**config.mk**
```make
export PLATFORM = sky130hd
export DESIGN_NAME = rom_arbiter
export DESIGN_NICKNAME = d
export VERILOG_FILES = /design/src/rtl/rom_arbiter_pkg.sv /design/src/rtl/rom_arbiter_rr_pick2.sv /design/src/rtl/rom_arbiter.sv
export SDC_FILE = /design/constraint.sdc
export NUM_CORES = 1
export LEC_CHECK = 0
export BUFFER_PORTS_ARGS = -buffer_cell sky130_fd_sc_hd__buf_2
export CORE_UTILIZATION = 35
export CTS_CLUSTER_SIZE = 30
export DETAILED_ROUTE_END_ITERATION = 10
export GPL_TIMING_DRIVEN = 1
export SLEW_MARGIN = 40
export SYNTH_ARGS = -nofsm -noshare
export SYNTH_HDL_FRONTEND = slang
export SYNTH_SLANG_ARGS = --single-unit
```
**constraint.sdc**
```tcl
create_clock -name clk -period 1.6 [get_ports clk]
set_clock_uncertainty 0.1 [all_clocks]
set_input_delay 0.16 -clock clk [delete_from_list [all_inputs] [get_ports clk]]
set_output_delay 0.16 -clock clk [all_outputs]
set_load 0.01 [all_outputs]
```
**src/rtl/rom_arbiter_pkg.sv**
```systemverilog
`default_nettype none
// ============================================================================
// Module      : rom_arbiter_pkg
// Description : Shared types and constants for the ROM port arbiter:
//               FSM state encoding and requester port identifiers.
// Revision    : 1.0 - initial release
// ============================================================================
package rom_arbiter_pkg;

    // Transaction sequencer states (2-bit encoding)
    typedef enum logic [1:0] {
        ST_IDLE  = 2'd0,
        ST_ISSUE = 2'd1,
        ST_WAIT  = 2'd2,
        ST_ACK   = 2'd3
    } state_t;

    // Requester identifiers; also used as bit indices into the request vector
    localparam logic PORT_F = 1'b0;
    localparam logic PORT_D = 1'b1;

endpackage : rom_arbiter_pkg
`default_nettype wire

```
**src/rtl/rom_arbiter_rr_pick2.sv**
```systemverilog
`default_nettype none
// ============================================================================
// Module      : rr_pick2
// Description : Combinational two-way round-robin picker.
//               req[1:0] : request vector, indexed by port ID
//               last     : ID of the most recently granted port
//               grant_id : ID of the port to grant (valid when any = 1)
//               any      : at least one request is pending
// Revision    : 1.0 - initial release
// ============================================================================
module rr_pick2
    import rom_arbiter_pkg::*;
(
    input  logic [1:0] req,
    input  logic       last,
    output logic       grant_id,
    output logic       any
);

    always_comb begin
        any      = |req;
        grant_id = PORT_F;
        if (req[PORT_F] && req[PORT_D]) begin
            // Tie: the port that did not win last time goes first
            grant_id = ~last;
        end else if (req[PORT_D]) begin
            grant_id = PORT_D;
        end
    end

endmodule : rr_pick2
`default_nettype wire

```
**src/rtl/rom_arbiter.sv**
```systemverilog
`default_nettype none
// ============================================================================
// Module      : rom_arbiter
// Description : Shares the single ROM read port between the instruction-fetch
//               port (F) and the data-load port (D). Requests are serialised
//               with round-robin priority; each transaction takes four cycles
//               (IDLE, ISSUE, WAIT, ACK).
// Ports       : clk, reset (async, active-low)
//               f_req/f_addr/f_extra/f_lower/f_upper -> f_ack/f_data/f_error
//               d_req/d_addr/d_extra/d_lower/d_upper -> d_ack/d_data/d_error
//               mem_addr/mem_extra/mem_lower_bound/mem_upper_bound -> ROM
//               mem_data/mem_error <- ROM
//               busy : high whenever the sequencer is not idle
// Revision    : 1.0 - initial release
// ============================================================================
module rom_arbiter
    import rom_arbiter_pkg::*;
#(
    parameter int AW    = 5,
    parameter int EXTRA = 4,
    parameter int DW    = (2 ** EXTRA) * 8
) (
    input  logic             clk,
    input  logic             reset,
    // Fetch port
    input  logic             f_req,
    input  logic [AW:0]      f_addr,
    input  logic [EXTRA-1:0] f_extra,
    input  logic [AW:0]      f_lower,
    input  logic [AW:0]      f_upper,
    output logic             f_ack,
    output logic [DW-1:0]    f_data,
    output logic             f_error,
    // Data port
    input  logic             d_req,
    input  logic [AW:0]      d_addr,
    input  logic [EXTRA-1:0] d_extra,
    input  logic [AW:0]      d_lower,
    input  logic [AW:0]      d_upper,
    output logic             d_ack,
    output logic [DW-1:0]    d_data,
    output logic             d_error,
    // ROM side
    output logic [AW:0]      mem_addr,
    output logic [EXTRA-1:0] mem_extra,
    output logic [AW:0]      mem_lower_bound,
    output logic [AW:0]      mem_upper_bound,
    input  logic [DW-1:0]    mem_data,
    input  logic             mem_error,
    // Status
    output logic             busy
);

    state_t           r_state;
    logic             r_last;
    logic             r_grant;
    logic             r_busy;
    logic             r_f_ack;
    logic             r_d_ack;
    logic [DW-1:0]    r_f_data;
    logic [DW-1:0]    r_d_data;
    logic             r_f_error;
    logic             r_d_error;
    logic [AW:0]      r_mem_addr;
    logic [EXTRA-1:0] r_mem_extra;
    logic [AW:0]      r_mem_lower;
    logic [AW:0]      r_mem_upper;

    logic             w_grant_id;
    logic             w_any;
    logic [1:0]       w_req;

    assign w_req = {d_req, f_req};

    rr_pick2 u_pick (
        .req      (w_req),
        .last     (r_last),
        .grant_id (w_grant_id),
        .any      (w_any)
    );

    always_ff @(posedge clk or negedge reset) begin
        if (!reset) begin
            r_state     <= ST_IDLE;
            r_last      <= PORT_D;      // F wins the first tie
            r_grant     <= PORT_F;
            r_busy      <= 1'b0;
            r_f_ack     <= 1'b0;
            r_d_ack     <= 1'b0;
            r_f_data    <= '0;
            r_d_data    <= '0;
            r_f_error   <= 1'b0;
            r_d_error   <= 1'b0;
            r_mem_addr  <= '0;
            r_mem_extra <= '0;
            r_mem_lower <= '0;
            r_mem_upper <= '1;
        end else begin
            unique case (r_state)
                ST_IDLE: begin
                    if (w_any) begin
                        r_state <= ST_ISSUE;
                        r_busy  <= 1'b1;
                        r_grant <= w_grant_id;
                        r_last  <= w_grant_id;
                        if (w_grant_id == PORT_D) begin
                            r_mem_addr  <= d_addr;
                            r_mem_extra <= d_extra;
                            r_mem_lower <= d_lower;
                            r_mem_upper <= d_upper;
                        end else begin
                            r_mem_addr  <= f_addr;
                            r_mem_extra <= f_extra;
                            r_mem_lower <= f_lower;
                            r_mem_upper <= f_upper;
                        end
                    end
                end
                ST_ISSUE: begin
                    // ROM registers the address at the end of this cycle
                    r_state <= ST_WAIT;
                end
                ST_WAIT: begin
                    // ROM output is valid now; capture into the granted port
                    // only, zeroing the data on an error
                    r_state <= ST_ACK;
                    if (r_grant == PORT_D) begin
                        r_d_error <= mem_error;
                        r_d_data  <= mem_error ? '0 : mem_data;
                        r_d_ack   <= 1'b1;
                    end else begin
                        r_f_error <= mem_error;
                        r_f_data  <= mem_error ? '0 : mem_data;
                        r_f_ack   <= 1'b1;
                    end
                end
                ST_ACK: begin
                    r_state <= ST_IDLE;
                    r_busy  <= 1'b0;
                    r_f_ack <= 1'b0;
                    r_d_ack <= 1'b0;
                end
                default: begin
                    r_state <= ST_IDLE;
                    r_busy  <= 1'b0;
                end
            endcase
        end
    end

    assign f_ack           = r_f_ack;
    assign f_data          = r_f_data;
    assign f_error         = r_f_error;
    assign d_ack           = r_d_ack;
    assign d_data          = r_d_data;
    assign d_error         = r_d_error;
    assign mem_addr        = r_mem_addr;
    assign mem_extra       = r_mem_extra;
    assign mem_lower_bound = r_mem_lower;
    assign mem_upper_bound = r_mem_upper;
    assign busy            = r_busy;

endmodule : rom_arbiter
`default_nettype wire

```
## Word level (Yosys, flattened, before mapping)

Index checks and enable logic that the tools add are counted.
Widths: inputs -> output; s select.

- Equality and inequality tests: 6
- Muxes and demuxes: 15
- Bitwise operators: 2
- Reductions and logical operators: 11

Operator list:

| kind | number |
|---|---|
| $mux 128 | 1 |
| $mux 6 | 3 |
| $reduce_and 2->1 | 6 |
| $pmux 2 s4 | 1 |
| $pmux 1 s2 | 3 |
| $mux 1 | 5 |
| $eq 2x2->1 const B | 2 |
| $mux 4 | 1 |
| $ne 2x2->1 const B | 2 |
| $reduce_bool 2->1 | 2 |
| $eq 2x1->1 const B | 1 |
| $logic_not 2->1 | 1 |
| $mux 2 | 1 |
| $ne 2x1->1 const B | 1 |
| $not 1->1 | 2 |
| $reduce_or 2->1 | 1 |
| $logic_and 1x1->1 | 1 |

- Register bits after elaboration: 287
- Input bits: 177
- Output and inout port bits: 283
- Word-level logic and storage cells: 48

## Longest topological paths before layout

- Word-level depth: 3
- Depth in mapped cells: 8

## Hierarchy

A second synthesis with hierarchy kept.

- Cell total of the unflattened synthesis: 1105
- Area, all modules: 11471.0 µm²

Modules (own cells, without submodules):

| module | instances | cells each | area an instance (µm²) | seq. area each (µm²) |
|---|---|---|---|---|
| rom_arbiter | 1 | 1103 | 11457.2 | 7190.6 |
| rr_pick2 | 1 | 2 | 13.8 | 0.0 |

## Worst setup path after synthesis

Ideal clock, no wire load.

- Kind: reg-to-reg
- Start: reg r_state[0]
- End: reg r_state[1]
- Arrival: 1387 ps
- Setup slack: -12 ps
- Stages on the path, launching flop included: 5
- Buffers on the path: 0
- Clock period less this slack: 1612 ps
- Path through: dfrtp_1 -> inv_1 -> ha_1 -> nor3b_1 -> mux2_2

- Word-level cells in the longest chain between the ends: 2

Ends and longest elaborated chain:

| element | line | source |
|---|---|---|
| start, declared | rom_arbiter.sv:54 | `state_t r_state;` |
| start signal, assigned | rom_arbiter.sv:84 | `r_state <= ST_IDLE;` |
| start signal, assigned | rom_arbiter.sv:102 | `r_state <= ST_ISSUE;` |
| start signal, assigned | rom_arbiter.sv:121 | `r_state <= ST_WAIT;` |
| $eq 2x2->1, or another cell as far along | rom_arbiter.sv:99 | `unique case (r_state)` |
| $pmux 2 s4 or $ne 2x1->1 (tied branches) | n/a |  |

Parallel ways exist; a longest one is shown, timed or not.
A chain may end at the register's enable or synchronous reset.

## Final worst setup path

- Start: reg r_state[1]
- End: reg r_state[1]

Same word-level chain as after synthesis.

==> impl_summary.md <==
Status
The run finished with clean final reports.

Critical path
Along the worst path, the maximum fanout reaches 3. The cell family contributing the most delay on the critical path is flip-flops. The worst-case register-to-register setup slack is 0.04 ns. The category of the worst setup path capture point is a flop. The critical path in this run is classified as reg -> reg.

The critical path goes through inv_1 -> ha_2 -> nor3b_4 -> mux2_2. The cell at the slowest stage of the critical path is dfrtp_1. The number of buffers and inverters on the critical path is 1. The largest single stage delay on the critical path is 0.42 ns. At the worst endpoint, the required time is 1.93 ns. The reg-to-reg critical path startpoint is r_state[1]. The cell depth of the worst flop-to-flop path is 4. The endpoint identified for the worst register-to-register timing path is r_state[1].

Data arrives at the worst endpoint at around 1.9 ns. The type of element launching the critical path is a flop.

Global route
After global routing, the most crowded layer is met2. Entering global routing, the biggest net connects 93 pins. The total congestion overflow is 0.

The global-route wire length before repair is 56,160 um. The met3 usage is 4.473%. The met1 capacity usage during global routing is 25.20%.

The initial antenna violation count was 1. For this run, the total global-route usage over all layers was measured as 21.18%. Global routing used 36.89% of the available met2 tracks.

The number of global-route vias before repair is between 10,000 and 15,000.

Clock network
The TritonCTS clock tree is yes. The total clock sinks is 287. In this run the number of H-tree levels came out at 1. The number of buffers on the longest clock path is 3. Clock-pin slew was measured on the worst setup and hold paths at ~0.060 ns.

The clock latency on the worst-skew pair is 0.55 ns. The number of clock buffers added by TritonCTS is 31. The tree is rooted in a clkbuf_16.

Synthesis
After synthesis the cells add up to around 11,000 um^2. The gate count after technology mapping is 1,126. Counting every net in the synthesized netlist gives 1,308. The synthesized design spends more area on one cell type than any other, namely dfrtp_1. The sequential-to-total area share from yosys stat is 63.50%. The post-synthesis average cell area is approximately 10 um^2.

The number of flip-flops and latches in the synthesized netlist is 287. By area the synthesized netlist is led by dfrtp_1 62%, nand2_1 10%, o21ai_0 8.9%. The number of distinct library cells after synthesis is 26. The Yosys step of the flow raised 0 warnings.

The portion of synthesized cell area occupied by the leading cell type is about three fifths.

Drt
The remaining number of nets flagged by the antenna check after routing is 0. The detail-routed via count per cell is 4.679. In the routed design, unresolved DRC markers number 0.

The final route contains 10,290 vias. Before antenna repair, the detailed router went through 5 iterations. Dividing the detail-routed wire length by the instance count gives 16.20 um. Wires add up to 35,630 um. The number of DRC markers in iteration 0 is 509.

Finish
The final net count is 1,956. The multi-input gate area in the final layout is roughly 3700 um^2. Summing all non-filler instances in the final layout gives an area of 17,380 um^2. The post-route netlist has 32.61% of its cells at a drive strength greater than 1. The number of filler cells placed in the layout is ~2,800. The area overhead of the layout relative to synthesis is 53.51%. The area taken by flip-flops and latches is between 7000 and 8000 um^2.

Die
The area inside the core boundary is 31,720 um^2. The vertical die dimension is 181.9 um. The floorplan row count is 65. In this run the count of I/O pins placed on the die edge is 460. The die covers 33,080 um^2.

For this configuration, the core starts out at a cell density of a little over a third. The width of the die is 181.9 um.

STA
After routing, the total negative slack on setup checks comes to 0 ns. The highest clock rate is around 0.64 GHz. The actual slew at the worst max-slew pin is 0.4220 ns.

Setup violations remaining at the end of the flow were counted as 0. After layout, the minimum clock period comes to 1.555 ns. The setup slack of the critical path after layout is ~0.045 ns. Measured against its own limit, the worst slew margin works out to 71.86%. Setup repair after global routing left no endpoint under its margin. The hold violation total from the final report is 0. The final worst-path cycle share is between 90% and 100%.

The final number of max-transition violations is 0.

Worst hold path
The kind of path behind the tightest hold check is in -> async.

Run
The count of maximum capacitance violations is 0.

Power
The cell leakage power is around 8.8 nW. Dividing total power by cell area gives a power density of slightly below 2000 nW/um^2. The largest voltage drop on the vdd net is between 1 and 1.5 mV.

Place
The worst slack after detailed placement is -0.03844 ns. Detailed placement finished with a half-perimeter wire length of 24,280 um. After detailed placement, the total cell area comes to 14,430 um^2. Routability-driven placement finished with a final weighted congestion of 0.8010.

The number of buffer cells added on primary ports is about 460.
==> final cells by class <==
type	count	area share, %
clock inverters	12	1.497
inverters	4	0.08637
clock buffers	44	5.089
repair buffers	694	27.72
diodes	1	0.01439
well taps	402	2.893
multi-input cells	756	21.33
flip-flops and latches	287	41.36
==> metal layers <==
| metal | part of all wire [%] | vias up | routed length (um) |
|---|---|---|---|
| li1 | - | 4996 | - |
| met3 | 6.4 | 97 | 2292 |
| met5 | 0 | - | 0 |
| met1 | 40 | 4770 | 14220 |
| met2 | 49 | 430 | 17510 |
| met4 | 4.5 | 0 | 1609 |
==> power breakdown <==
group	switching, W	internal (W)
combinational	0.00761	0.00559
sequential	0.00203	0.0109
clock	0.00288	0.00510
total	0.0125	0.0216
==> cells in the final DEF (no fill, tap or decap), drive strengths merged <==
cell type | netlist | final
a21bo | 1 | 1
a21boi | 1 | 1
a21oi | 2 | 2
a22o | 2 | 2
a31oi | 23 | 23
a32o | 1 | 1
buf | 42 | 518
bufinv | 0 | 8
clkbuf | 37 | 44
clkinv | 0 | 4
dfrtp | 280 | 280
dfstp | 7 | 7
diode | 0 | 1
dlygate4sd3 | 0 | 176
ha | 5 | 5
inv | 4 | 4
mux2 | 4 | 4
nand2 | 303 | 303
nand2b | 129 | 129
nor2 | 22 | 22
nor3 | 1 | 1
nor3b | 1 | 1
o21a | 1 | 1
o21ai | 259 | 259
or3 | 1 | 1
==> flip-flops by register name, summed over array words and instances, names as in the netlist <==
register,count
r_last,1
mem_extra,4
mem_lower_bound,6
d_error,1
mem_addr,6
r_state,2
f_ack,1
mem_upper_bound,6
f_data,128
busy,1
d_data,128
d_ack,1
r_grant,1
f_error,1
==> cells in the mapped netlist <==
master / n
a21bo_2: 1
a21boi_2: 1
a21oi_1: 2
a22o_1: 2
a31oi_1: 23
a32o_1: 1
buf_2: 22
buf_4: 6
buf_6: 14
clkbuf_1: 37
dfrtp_1: 280
dfstp_2: 7
ha_1: 5
inv_1: 4
mux2_1: 1
mux2_2: 3
nand2_1: 303
nand2b_1: 128
nand2b_4: 1
nor2_1: 22
nor3_1: 1
nor3b_1: 1
o21a_1: 1
o21ai_0: 201
o21ai_1: 58
or3_1: 1
==> through the flow <==
stage / hold WS [ns] / total power (W) / instances / utilization [%]
after floorplan: -0.2356 / 0.01937 / 1126 / -
after global placement: -0.003253 / 0.02547 / 1965 / 45.48
after detailed placement: 0.006920 / 0.02582 / 1965 / 45.48
after CTS: 0.01144 / 0.03428 / 2197 / 54.65
after global routing: 0.03446 / 0.03649 / 2200 / 54.81
final: 0.02148 / 0.03415 / 2200 / 54.81
==> logic make-up after synthesis <==
kind of cell               share of synthesized area [%]
muxes                                             0.3977
buffers and inverters                              4.121
and+or+nand+nor                                    18.13
AOI/OAI and AO/OA                                  13.30
DFF                                                63.50
adders and majority gates                         0.5524
==> how the worst max path moves through the flow <==
stage / start / end / cells past startpoint
floorplan: r_state[0] / f_error / 6
global placement: r_state[0] / d_data[30] / 7
detailed placement: r_state[0] / d_data[8] / 7
CTS: r_state[0] / d_data[26] / 7
global route: r_state[0] / d_data[98] / 7
finish: r_state[1] / r_state[1] / 4
==> repair_timing <==
| action | CTS | global route |
|---|---|---|
| resized for setup | 1 | 8 |
| gates cloned | 0 | 1 |
| buffers inserted | 0 | 1 |
| hold endpoints to repair | 563 | 0 |
| hold buffers | 176 | 0 |
| endpoints found under the setup margin | 42 | 161 |
(Power assumes the default switching activity.)
